**src/rtl/vga_timing_gen.sv**
```systemverilog
// Parametrised VGA timing generator with a latency-matched pixel request port
// and a registered output stage (syncs, strobes, display enable, colour).
`timescale 1ns/1ps

module vga_timing_gen #(
    parameter int   H_ACTIVE = 640,
    parameter int   H_FP     = 16,
    parameter int   H_SYNC   = 96,
    parameter int   H_BP     = 48,
    parameter int   V_ACTIVE = 480,
    parameter int   V_FP     = 10,
    parameter int   V_SYNC   = 2,
    parameter int   V_BP     = 33,
    parameter logic HS_POL   = 1'b0,
    parameter logic VS_POL   = 1'b0,
    parameter int   CNT_W    = 11,
    parameter int   COLOR_W  = 4,
    parameter int   OUT_W    = 8,
    parameter int   PIPE_LAT = 1
) (
    input  logic                 pclk,
    input  logic                 reset_n,
    input  logic                 enable,
    input  logic [3*COLOR_W-1:0] color_in,
    output logic                 req,
    output logic [CNT_W-1:0]     h_addr,
    output logic [CNT_W-1:0]     v_addr,
    output logic                 hsync,
    output logic                 vsync,
    output logic                 valid,
    output logic                 line_start,
    output logic                 frame_start,
    output logic [OUT_W-1:0]     vga_r,
    output logic [OUT_W-1:0]     vga_g,
    output logic [OUT_W-1:0]     vga_b
);

    localparam int H_TOTAL = H_ACTIVE + H_FP + H_SYNC + H_BP;
    localparam int V_TOTAL = V_ACTIVE + V_FP + V_SYNC + V_BP;

    localparam logic [CNT_W-1:0] H_ACT_C = CNT_W'(H_ACTIVE);
    localparam logic [CNT_W-1:0] HS_BEG  = CNT_W'(H_ACTIVE + H_FP);
    localparam logic [CNT_W-1:0] HS_END  = CNT_W'(H_ACTIVE + H_FP + H_SYNC);
    localparam logic [CNT_W-1:0] H_LAST  = CNT_W'(H_TOTAL - 1);
    localparam logic [CNT_W-1:0] V_ACT_C = CNT_W'(V_ACTIVE);
    localparam logic [CNT_W-1:0] VS_BEG  = CNT_W'(V_ACTIVE + V_FP);
    localparam logic [CNT_W-1:0] VS_END  = CNT_W'(V_ACTIVE + V_FP + V_SYNC);
    localparam logic [CNT_W-1:0] V_LAST  = CNT_W'(V_TOTAL - 1);

    typedef struct packed {
        logic fs;
        logic ls;
        logic vld;
        logic vs;
        logic hs;
    } ctl_t;

    logic [CNT_W-1:0] h_cnt;
    logic [CNT_W-1:0] v_cnt;
    logic             h_act;
    logic             v_act;
    ctl_t             raw;
    ctl_t             load;
    ctl_t             sr [PIPE_LAT+1];

    always_ff @(posedge pclk or negedge reset_n) begin
        if (!reset_n) begin
            h_cnt <= '0;
            v_cnt <= '0;
        end else if (!enable) begin
            h_cnt <= '0;
            v_cnt <= '0;
        end else if (h_cnt == H_LAST) begin
            h_cnt <= '0;
            v_cnt <= (v_cnt == V_LAST) ? '0 : v_cnt + 1'b1;
        end else begin
            h_cnt <= h_cnt + 1'b1;
        end
    end

    // Request contract: while req=1 the source must present the colour for
    // (h_addr, v_addr) on color_in exactly PIPE_LAT cycles after the edge that
    // samples the request; there is no back-pressure.
    always_comb begin
        h_act    = (h_cnt < H_ACT_C);
        v_act    = (v_cnt < V_ACT_C);
        req      = reset_n & enable & h_act & v_act;
        h_addr   = req ? h_cnt : '0;
        v_addr   = req ? v_cnt : '0;
        raw.hs   = enable & (h_cnt >= HS_BEG) & (h_cnt < HS_END);
        raw.vs   = enable & (v_cnt >= VS_BEG) & (v_cnt < VS_END);
        raw.vld  = enable & h_act & v_act;
        raw.ls   = enable & (h_cnt == '0) & v_act;
        raw.fs   = enable & (h_cnt == '0) & (v_cnt == '0);
    end

    always_ff @(posedge pclk or negedge reset_n) begin
        if (!reset_n) begin
            for (int i = 0; i <= PIPE_LAT; i++) sr[i] <= '0;
        end else begin
            sr[0] <= raw;
            for (int i = 1; i <= PIPE_LAT; i++) sr[i] <= sr[i-1];
        end
    end

    // The colour register loads on the same edge the control bits reach the
    // last stage, so it looks one stage back to decide whether to sample.
    if (PIPE_LAT == 0) begin : g_load_raw
        assign load = raw;
    end else begin : g_load_sr
        assign load = sr[PIPE_LAT-1];
    end

    function automatic logic [OUT_W-1:0] expand(input logic [COLOR_W-1:0] c);
        logic [OUT_W-1:0] res;
        res = '0;
        for (int i = 0; i < OUT_W; i++) res[OUT_W-1-i] = c[COLOR_W-1-(i % COLOR_W)];
        return res;
    endfunction

    always_ff @(posedge pclk or negedge reset_n) begin
        if (!reset_n) begin
            vga_r <= '0;
            vga_g <= '0;
            vga_b <= '0;
        end else if (load.vld) begin
            vga_r <= expand(color_in[3*COLOR_W-1 -: COLOR_W]);
            vga_g <= expand(color_in[2*COLOR_W-1 -: COLOR_W]);
            vga_b <= expand(color_in[COLOR_W-1:0]);
        end else begin
            vga_r <= '0;
            vga_g <= '0;
            vga_b <= '0;
        end
    end

    assign hsync       = sr[PIPE_LAT].hs ? HS_POL : ~HS_POL;
    assign vsync       = sr[PIPE_LAT].vs ? VS_POL : ~VS_POL;
    assign valid       = sr[PIPE_LAT].vld;
    assign line_start  = sr[PIPE_LAT].ls;
    assign frame_start = sr[PIPE_LAT].fs;

endmodule
```
**config.mk**
```make
export PLATFORM = sky130hd
export DESIGN_NAME = vga_timing_gen
export DESIGN_NICKNAME = d
export VERILOG_FILES = /design/src/rtl/vga_timing_gen.sv
export SDC_FILE = /design/constraint.sdc
export NUM_CORES = 1
export LEC_CHECK = 0
export CAP_MARGIN = 20
export CELL_PAD_IN_SITES_DETAIL_PLACEMENT = 0
export CELL_PAD_IN_SITES_GLOBAL_PLACEMENT = 1
export CORE_UTILIZATION = 38
export DETAILED_ROUTE_END_ITERATION = 10
export PLACE_DENSITY = 0.92
export REMOVE_ABC_BUFFERS = 1
export SETUP_SLACK_MARGIN = 0.3
export SYNTH_ARGS = -nofsm -noshare
export SYNTH_HDL_FRONTEND = slang
export SYNTH_SLANG_ARGS = --single-unit
```
**constraint.sdc**
```tcl
create_clock -name pclk -period 3.5 [get_ports pclk]
set_input_delay 1.05 -clock pclk [delete_from_list [all_inputs] [get_ports pclk]]
set_output_delay 1.05 -clock pclk [all_outputs]
set_load 0.01 [all_outputs]
```
==> metrics.csv, run 1 <==
metric;value;unit
status;completed;
design.die.area;6240;µm²
finalPower;1.03;mW
worstHoldPathType;flop to flop;
synth_compound_area_share;7.28;%
worst_pin_slew;0.676;ns
end_kind;output pin;
switching_share;22.4;%
gpl.final_weighted_congestion;0.814;
ys.flop_type;dfrtp_1;
insertion_delay;0.29;ns
pin_count;67;
yosysTopAreaCellShare;48.9;%
worstPathArrival;2.07;ns
htreeDepth;2;
drtIter0Drc;86;
synth_top_family_by_area;simple AND/OR/NAND/NOR gates;
rsz0062_at_grt;no;
fin_setup_tns;0;ns
drive_gt1_share;16.5;%
postSynthAreaPerCell;10.0;µm²
leakagePower;1.35;nW
yosysTopAreaCell;dfrtp_1;
internal_power;0.803;mW
core;5610;µm²
ys_seq_elements;44;
startpoint_type;primary input;
syn_inst;225;
async_flop_share;100;%
drc;0;
nNetsFinal;297;
slew_violations;0;
synth.most_common_cell;dfrtp_1;
port-buffer-count;63;
p_switching;0.231;mW
wl_per_cell;13.6;µm
vdd_drop_max;0.163;mV
crit_fanout;7;
dr.pass1.iters;4;
areaGrowthSynthToFinish;31.2;%
grt_pass1_vias;1637;
yosys-top-cells-area;dfrtp_1 49%, and2_1 9.2%, buf_4 5.3%;
maxCapViolations;0;
via_per_inst;5.07;
synth.distinct_cells;38;
cts_sinks;44;
dieHeight;79.0;µm
synthAdderAreaFrac;2.22;%
root_buffer;clkbuf_8;
fp.dieW;79.0;µm
synth_common_cells;44 x dfrtp_1, 33 x and2_1, 24 x nor2_1;
finalCritPeriodShare;89.1;%
ys_seq_area_share;48.9;%
grt_first_pass_wirelength;8080;µm
cts_tree;built;
relSlewSlack;55.0;%
yosys.area_share.simple;26.4;%
seq_power_share;51.6;%
grt_usage;16.8;%
fin_crit;3.12;ns
place_area;2850;µm²
dr_total_vias;1780;
synth_warnings;0;
synth_xor_xnor_area_share;3.89;%
cellPowerDensity;350;nW/µm²
reg2reg_slack;1.26;ns
yosys-mux-area-fraction;1.50;%
p_comb_share;11.6;%
finalHoldViolCount;0;
maxClockFrequency;321;MHz
clockBufferDepth;2;
synth_edf_count;0;
drt_wl_total;4780;µm
clkPwrFrac;36.8;%
n_antenna_cell;0;
setup_viol;0;
grt_overflow_total;0;
rows;27;
cts_made_buffers;5;
path_clk_slew;0.08;ns
netlist_area;2250;µm²
path_class;primary input to output pin;
grt_max_degree;45;
antenna_found_initial;0;
drtAntennaViolNets;0;
start_util;40.2;%
design_area;2960;µm²
finalClockSkew;0.00711;ns
cp.required;2.45;ns
dp_hpwl;3310;µm
[worst max-delay path, stage by stage]
cell and delay [ns]:
buf_2 0.11, inv_2 0.06, nor2_2 0.03, and4b_2 0.27
buf_6 0.13, buf_16 0.12, and2_1 0.15, buf_2 0.14
[repair_timing]
action / CTS / global route
buffers inserted: 2 / 0
hold buffers: 0 / 0
setup endpoints to repair: 20 / 0
gates resized for setup: 84 / 0
[stage by stage]
stage	util, %	instances	hold slack, ns	setup WS [ns]
4_1_cts	52.7	351	0.354	0.378
2_1_floorplan	-	199	0.331	0.465
5_1_grt	52.7	351	0.359	0.322
3_5_place_dp	50.8	340	0.335	-0.383
6_report	52.7	351	0.354	0.381
3_3_place_gp	50.8	340	0.334	-0.353
[power by group through the flow]
stage | Combinational (mW) | Sequential, mW | Clock (mW)
after floorplan | 0.0271 | 0.552 | 0
after global placement | 0.114 | 0.544 | 0
after detailed placement | 0.115 | 0.544 | 0
after CTS | 0.123 | 0.534 | 0.392
after global routing | 0.132 | 0.536 | 0.424
final | 0.120 | 0.534 | 0.380
[final cells by class]
class	count	area, µm²
fill	525	2650
sequential	44	1100
multi-input combinational	146	948
timing repair buffer	72	674
tap	72	90.1
clock buffer	6	72.6
clock inverter	2	35.0
inverter	9	33.8
[layer usage]
metal / vias up / routed length, µm / track usage (%)
met1: 839 / 2230 / 22.9
met4: 0 / 57 / 4.91
li1: 855 / - / -
met3: 7 / 407 / 4.83
met2: 79 / 2090 / 25.9
met5: - / 0 / 0
[kinds of logic after synthesis]
kind of cell | count (synthesis)
buffers and inverters | 37
multiplexers | 3
AO/OA/AOI/OAI | 20
AND/OR/NAND/NOR | 106
XOR/XNOR | 10
other | 1
flip-flops | 44
adder cells (fa/ha/maj) | 4
[cell usage in the layout (no fill, tap or decap), drive strengths merged, types with 2 or more instances in the layout]
| cell | instances |
|---|---|
| clkdlybuf4s50 | 41 |
| a22o | 6 |
| o21ai | 5 |
| nand3 | 8 |
| nand2 | 8 |
| mux2 | 3 |
| inv | 9 |
| nor2 | 24 |
| ha | 4 |
| and2 | 33 |
| o31ai | 4 |
| nor3 | 6 |
| conb | 3 |
| and4b | 2 |
| clkbuf | 6 |
| xor2 | 9 |
| buf | 24 |
| clkdlybuf4s15 | 7 |
| dfrtp | 44 |
| and3 | 3 |
| nor4 | 6 |
| nand4 | 8 |
| and4 | 2 |
[final timing paths]
path                                    start                   end  cells after the start
max                                    enable             v_addr[8]                      8
min                         load[0]$_DFF_PN0_       sr[0]$_DFF_PN0_                      0
max reg2reg                h_cnt[7]$_DFF_PN0_  v_cnt[9]$_DFFE_PN0P_                      4
min reg2reg                 load[0]$_DFF_PN0_       sr[0]$_DFF_PN0_                      0
max in group asynchronous             reset_n    h_cnt[7]$_DFF_PN0_                      2
min in group asynchronous             reset_n  v_cnt[2]$_DFFE_PN0P_                      2
[flip-flops by register name (all words and copies together), names as in the netlist]
name / flops
vga_r: 4
load: 5
vga_b: 4
valid: 1
line_start: 1
v_cnt: 11
h_cnt: 11
vga_g: 4
frame_start: 1
sr: 2
(Power assumes the default switching activity.)
==> run 2, diff against run 1 <==
- ABC_AREA: not set -> 1
- CORE_UTILIZATION: 38 -> 31
- PLACE_DENSITY: 0.92 -> 0.83
- clock period: 3.5 -> 2.6 ns (I/O delays scaled with it)
==> run 2 against run 1 <==
Against the previous run: sequential share of layout area decreased by 4.5 points; flip-flop and latch count unchanged; sequential power increased by 34%; non-clock buffer count increased by 19; critical endpoint is now v_addr[7]; largest cell class unchanged; routed wire length increased by 18%.
==> metrics.csv, run 2 <==
metric;value;unit;change
status;completed;;
cts_made_buffers;5;;unchanged
dp_slack;-0.766;ns;-0.382 ns
async_flop_share;100;%;unchanged
worstHoldPathCells;0;;unchanged
setup_slack;0.191;ns;-0.191 ns
maxCapViolations;0;;unchanged
place_area;3120;µm²;+9.6%
drive_gt1_share;26.6;%;+10 points
worstHoldPathType;flop to flop;;
crit_fanout;6;;-1
cp.required;1.82;ns;-0.63 ns
postSynthAreaPerCell;7.86;µm²;-22%
hold_ws;0.353;ns;-0.000715 ns
synth_warnings;0;;unchanged
yosysTopAreaCell;dfrtp_1;;
holdPathEnd;line_start$_DFF_PN0_;;
reg2reg_slack;0.99;ns;-0.27 ns
ys.flop_type;dfrtp_1;;
clockBufferDepth;2;;unchanged
reg2reg_from;h_cnt[0]$_DFF_PN0_;;
start_util;32.7;%;-7.5 points
worst_pin_slew;0.574;ns;-0.102 ns
holdBufCountCts;0;;unchanged
maxClockFrequency;415;MHz;
synth_edf_count;0;;unchanged
cts_tree;built;;
startpoint;enable;;
ys_seq_elements;44;;unchanged
path_class;primary input to output pin;;
vdd_drop_max;0.205;mV;+26%
drtIter0Drc;88;;+2.3%
worstPathArrival;1.63;ns;-0.44 ns
grt_overflow_total;0;;unchanged
layout_common_cells;67 x nand2_1, 47 x inv_1, 44 x dfrtp_1;;
grt_max_degree;45;;unchanged
synth.distinct_cells;30;;-21%
gpl.final_weighted_congestion;0.821;;+0.92%
via_per_inst;4.48;;-12%
fin_crit;2.41;ns;
finalClockSkew;0.00992;ns;+0.00281 ns
fp.dieW;90.4;µm;+14%
end_kind;output pin;;
grt_usage;14.6;%;-2.2 points
finalCritPeriodShare;92.7;%;
design.die.area;8160;µm²;+31%
path_clk_slew;0.08;ns;about the same
drc;0;;unchanged
startpoint_type;primary input;;
dieHeight;90.4;µm;+14%
synth_common_cells;70 x nand2_1, 47 x inv_1, 44 x dfrtp_1;;
insertion_delay;0.30;ns;about the same
rows;31;;+15%
min_from;load[3]$_DFF_PN0_;;
finalHoldViolCount;0;;unchanged
synth.most_common_cell;nand2_1;;
drt_wl_total;5660;µm;+18%
grt_pass1_vias;2059;;+26%
n_antenna_cell;0;;unchanged
syn_inst;308;;+37%
worst-r2r-cell-count;7;;+3
root_buffer;clkbuf_8;;
port-buffer-count;63;;unchanged
relSlewSlack;61.8;%;+6.8 points
dr.pass1.iters;4;;unchanged
slew_violations;0;;unchanged
dp_hpwl;4170;µm;+26%
leakagePower;1.68;nW;+25%
dr_total_vias;2176;;+22%
grt_first_pass_wirelength;9680;µm;+20%
yosys-top-cells-area;dfrtp_1 46%, nand2_1 11%, inv_1 7.3%;;
cts_sinks;44;;unchanged
reg2reg_to;v_cnt[2]$_DFFE_PN0P_;;
htreeDepth;2;;unchanged
layout_commonest_cell;nand2_1;;
design_area;3370;µm²;+14%
cellPowerDensity;418;nW/µm²;+19%
wl_per_cell;11.6;µm;-14%
ys_seq_area_share;45.5;%;-3.4 points
netlist_area;2420;µm²;+7.4%
core;7410;µm²;+32%
areaGrowthSynthToFinish;39.1;%;
rsz0062_at_grt;yes;;
drtAntennaViolNets;0;;unchanged
nNetsFinal;405;;+36%
setup_viol;0;;unchanged
yosysTopAreaCellShare;45.5;%;-3.4 points
antenna_found_initial;0;;unchanged
pin_count;67;;unchanged
fin_setup_tns;0;ns;unchanged
-- run 2: critical path, stage by stage --
cell and delay [ns]:
buf_4 0.11, nand2_4 0.05, nor3_4 0.21, nand2_4 0.11, buf_12 0.16, nor2_4 0.07
buf_2 0.13
-- run 2: cell families after synthesis --
kind of cell / after synthesis / synth area share [%]
buffers and inverters: 73 / 14.9
other: 1 / 0.155
AO/OA/AOI/OAI: 16 / 3.36
flip-flops: 44 / 45.5
adder cells (fa/ha/maj): 4 / 2.07
AND/OR/NAND/NOR: 170 / 34.0
-- run 2: final cells by class --
cell class	count	area, µm²
clock buffer	6	72.6
inverter	51	195
sequential	44	1100
timing repair buffer	91	779
clock inverter	2	35.0
tap	99	124
multi-input combinational	193	1060
fill	753	4040
-- run 2: metrics by stage --
step / power [mW] / cells / util, %
2_1_floorplan: 0.783 / 288 / -
3_3_place_gp: 0.890 / 465 / 42.2
3_5_place_dp: 0.892 / 465 / 42.2
4_1_cts: 1.42 / 480 / 43.4
5_1_grt: 1.47 / 486 / 45.4
6_report: 1.41 / 486 / 45.4
-- run 2: worst max-delay path by stage --
stage	cells past startpoint	slack, ns	end
after global routing	9	0.14	h_addr[6]
after floorplan	4	0.28	v_addr[0]
final	7	0.19	v_addr[7]
after global placement	7	-0.74	v_addr[7]
after CTS	9	0.18	v_addr[7]
after detailed placement	7	-0.77	v_addr[0]
-- run 2: metal layers --
| metal | routed length, µm | vias up | track usage, % |
|---|---|---|---|
| li1 | - | 1082 | - |
| met1 | 2720 | 1012 | 19.1 |
| met2 | 2590 | 75 | 24.4 |
| met3 | 293 | 7 | 3.54 |
| met4 | 48 | 0 | 3.36 |
| met5 | 0 | - | 0 |
-- run 2: where the power goes --
part | internal, mW | leakage (nW) | switching [mW]
Sequential | 0.704 | 0.591 | 0.0130
Clock | 0.285 | 0.0552 | 0.232
Combinational | 0.0873 | 1.04 | 0.0848
Total | 1.08 | 1.68 | 0.330
-- run 2: what timing repair did --
action | 4_1_cts | 5_1_grt
gates resized for setup | 95 | 26
pin swaps | 5 | 5
setup endpoints to repair | 20 | 20
hold endpoints to repair | 0 | 0
buffers inserted | 7 | 6
==> run 3, diff against run 2 <==
- ABC_AREA: 1 -> not set
- CORE_UTILIZATION: 31 -> 40
- DONT_BUFFER_PORTS: not set -> 1
- PLACE_DENSITY: 0.83 -> 0.78
==> run 3 against run 2 <==
Against the previous run: combinational power shrank 65%; routed wire length shrank 15%; cell area shrank 27%; clock skew shrank 0.00067 ns; utilization grew 1.5 points; via count shrank 28%; setup slack lost 0.00063 ns; sequential power grew 2%; final cell count shrank 40%; first-iteration DRC count grew 4.5%; critical endpoint is now h_addr[0]; largest cell class unchanged.
==> metrics.csv, run 3 (synthesis results as in run 1) <==
metric;value;unit;change
status;completed;;
n_antenna_cell;0;;unchanged
vdd_drop_max;0.248;mV;+21%
path_clk_slew;0.09;ns;about the same
drc;0;;unchanged
leakagePower;1.13;nW;-33%
slew_violations;0;;unchanged
cellPowerDensity;537;nW/µm²;+29%
drtAntennaViolNets;0;;unchanged
end_kind;output pin;;
clockBufferDepth;2;;unchanged
antenna_found_initial;0;;unchanged
drt_wl_total;4800;µm;-15%
timing.critical_path.cells;nor2_2 -> nand2_2 -> and4b_2 -> buf_6 -> and2_4;;
nNetsFinal;241;;-40%
start_util;42.7;%;+10 points
regArea;1100;µm²;+0.34%
finalCritPeriodShare;92.7;%;about the same
crit_fanout;8;;+2
n_fill_cell;520;;-31%
fin_setup_tns;0;ns;unchanged
utilization;46.9;%;+1.5 points
cts_made_buffers;5;;unchanged
dp_hpwl;3240;µm;-22%
setup_viol;0;;unchanged
insertion_delay;0.30;ns;about the same
rsz0062_at_grt;yes;;
via_per_inst;5.38;;+20%
top_layer_used;met4;;
cts_sinks;44;;unchanged
fin_crit;2.41;ns;+0.000631 ns
routed-wl-met2;2190;µm;-16%
worstPathArrival;1.63;ns;about the same
rows;26;;-16%
dr.pass1.iters;4;;unchanged
grt_overflow_total;0;;unchanged
maxCapViolations;0;;unchanged
pin_count;67;;unchanged
worstHoldPathType;primary input to async pin;;
grt_usage;17.4;%;+2.8 points
dieHeight;77.0;µm;-15%
htreeDepth;2;;unchanged
path_class;flop to output pin;;
dp_slack;0.237;ns;+1.00 ns
root_buffer;clkbuf_8;;
crit_slowest_cell;dfrtp_1;;
startpoint_type;flop;;
areaGrowthSynthToFinish;9.78;%;
reg2reg_slack;0.48;ns;-0.51 ns
wl_per_cell;16.4;µm;+41%
drtIter0Drc;92;;+4.5%
multi_input_area;1000;µm²;-5.6%
port-buffer-count;0;;-100%
cp.required;1.82;ns;about the same
dr_total_vias;1576;;-28%
finalHoldViolCount;0;;unchanged
layout_commonest_cell;dfrtp_1;;
fp.dieW;77.0;µm;-15%
holdBufCountCts;0;;unchanged
grt_max_degree;46;;+2.2%
layout_common_cells;41 x dfrtp_1, 23 x nor2_1, 19 x and2_4;;
cts_tree;built;;
design.die.area;5930;µm²;-27%
gpl.final_weighted_congestion;0.827;;+0.69%
critPathMaxStageDelay;0.41;ns;+0.20 ns
setup_slack;0.190;ns;-0.000631 ns
core;5270;µm²;-29%
finalClockSkew;0.00925;ns;-0.000671 ns
wl_met1;2150;µm;-21%
wl_met3;386;µm;+32%
grt_first_pass_wirelength;7770;µm;-20%
maxClockFrequency;415;MHz;about the same
grt_pass1_vias;1508;;-27%
drive_gt1_share;24.7;%;-2.0 points
## run 3: cell count changes in the layout (fill, tap and decap cells not counted), sizes merged, moves of 11 or more
cell / previous run / this run
clkdlybuf4s50: 41 / 0
and2: 0 / 33
nand2: 79 / 8
nand3: 19 / 8
buf: 50 / 16
inv: 50 / 10
nor2: 51 / 24
## run 3: cell type report
type                       count  area share (%)
timing repair buffer          16            5.31
clock inverter                 3            1.87
multi-input combinational    146            40.4
sequential                    44            44.7
tap                           70            3.54
clock buffer                   5            2.78
inverter                       9            1.37
## run 3: what timing repair did
| item | in CTS | in global routing |
|---|---|---|
| pin swaps | 7 | 3 |
| resized for setup | 31 | 0 |
| endpoints found under the setup margin | 20 | 20 |
| cloned | 1 | 0 |
| setup buffers | 7 | 0 |
## run 3: worst paths after layout
| kind | startpoint | to | cells after the start |
|---|---|---|---|
| worst max-delay path | v_cnt[10]$_DFFE_PN0P_ | h_addr[0] | 5 |
| worst min-delay path | reset_n | h_cnt[6]$_DFF_PN0_ | 0 |
| worst max register to register | h_cnt[6]$_DFF_PN0_ | v_cnt[9]$_DFFE_PN0P_ | 4 |
| worst min register to register | load[0]$_DFF_PN0_ | sr[0]$_DFF_PN0_ | 0 |
| max in group asynchronous | reset_n | v_cnt[7]$_DFFE_PN0P_ | 0 |
| min in group pclk | load[0]$_DFF_PN0_ | sr[0]$_DFF_PN0_ | 0 |
## run 3: per-stage QoR
step	hold slack [ns]	area [µm²]	power [mW]	cells
floorplan	0.331	2080	0.779	199
global placement	0.332	2220	0.800	277
detailed placement	0.336	2220	0.802	277
CTS	0.148	2470	1.35	293
global route	0.133	2470	1.40	293
finish	0.165	2470	1.33	293
## run 3: worst max-delay path, delay by kind of cell, from the launching register on
| kind | cells | cell delay [ns] |
|---|---|---|
| buffers and inverters | 1 | 0.16 |
| DFF | 1 | 0.41 |
| and+or+nand+nor | 4 | 0.76 |
## run 3: power by group
| part | total, mW | leakage [nW] | internal, mW | switching (mW) |
|---|---|---|---|---|
| Clock | 0.535 | 0.0548 | 0.289 | 0.246 |
| Sequential | 0.734 | 0.586 | 0.705 | 0.0290 |
| Combinational | 0.0594 | 0.494 | 0.0259 | 0.0335 |
| Total | 1.33 | 1.13 | 1.02 | 0.308 |
## run 3: metal layers
| layer | global-route usage (%) | vias up |
|---|---|---|
| li1 | - | 740 |
| met1 | 23.2 | 757 |
| met2 | 26.3 | 72 |
| met3 | 6.31 | 7 |
| met4 | 5.47 | 0 |
| met5 | 0 | - |
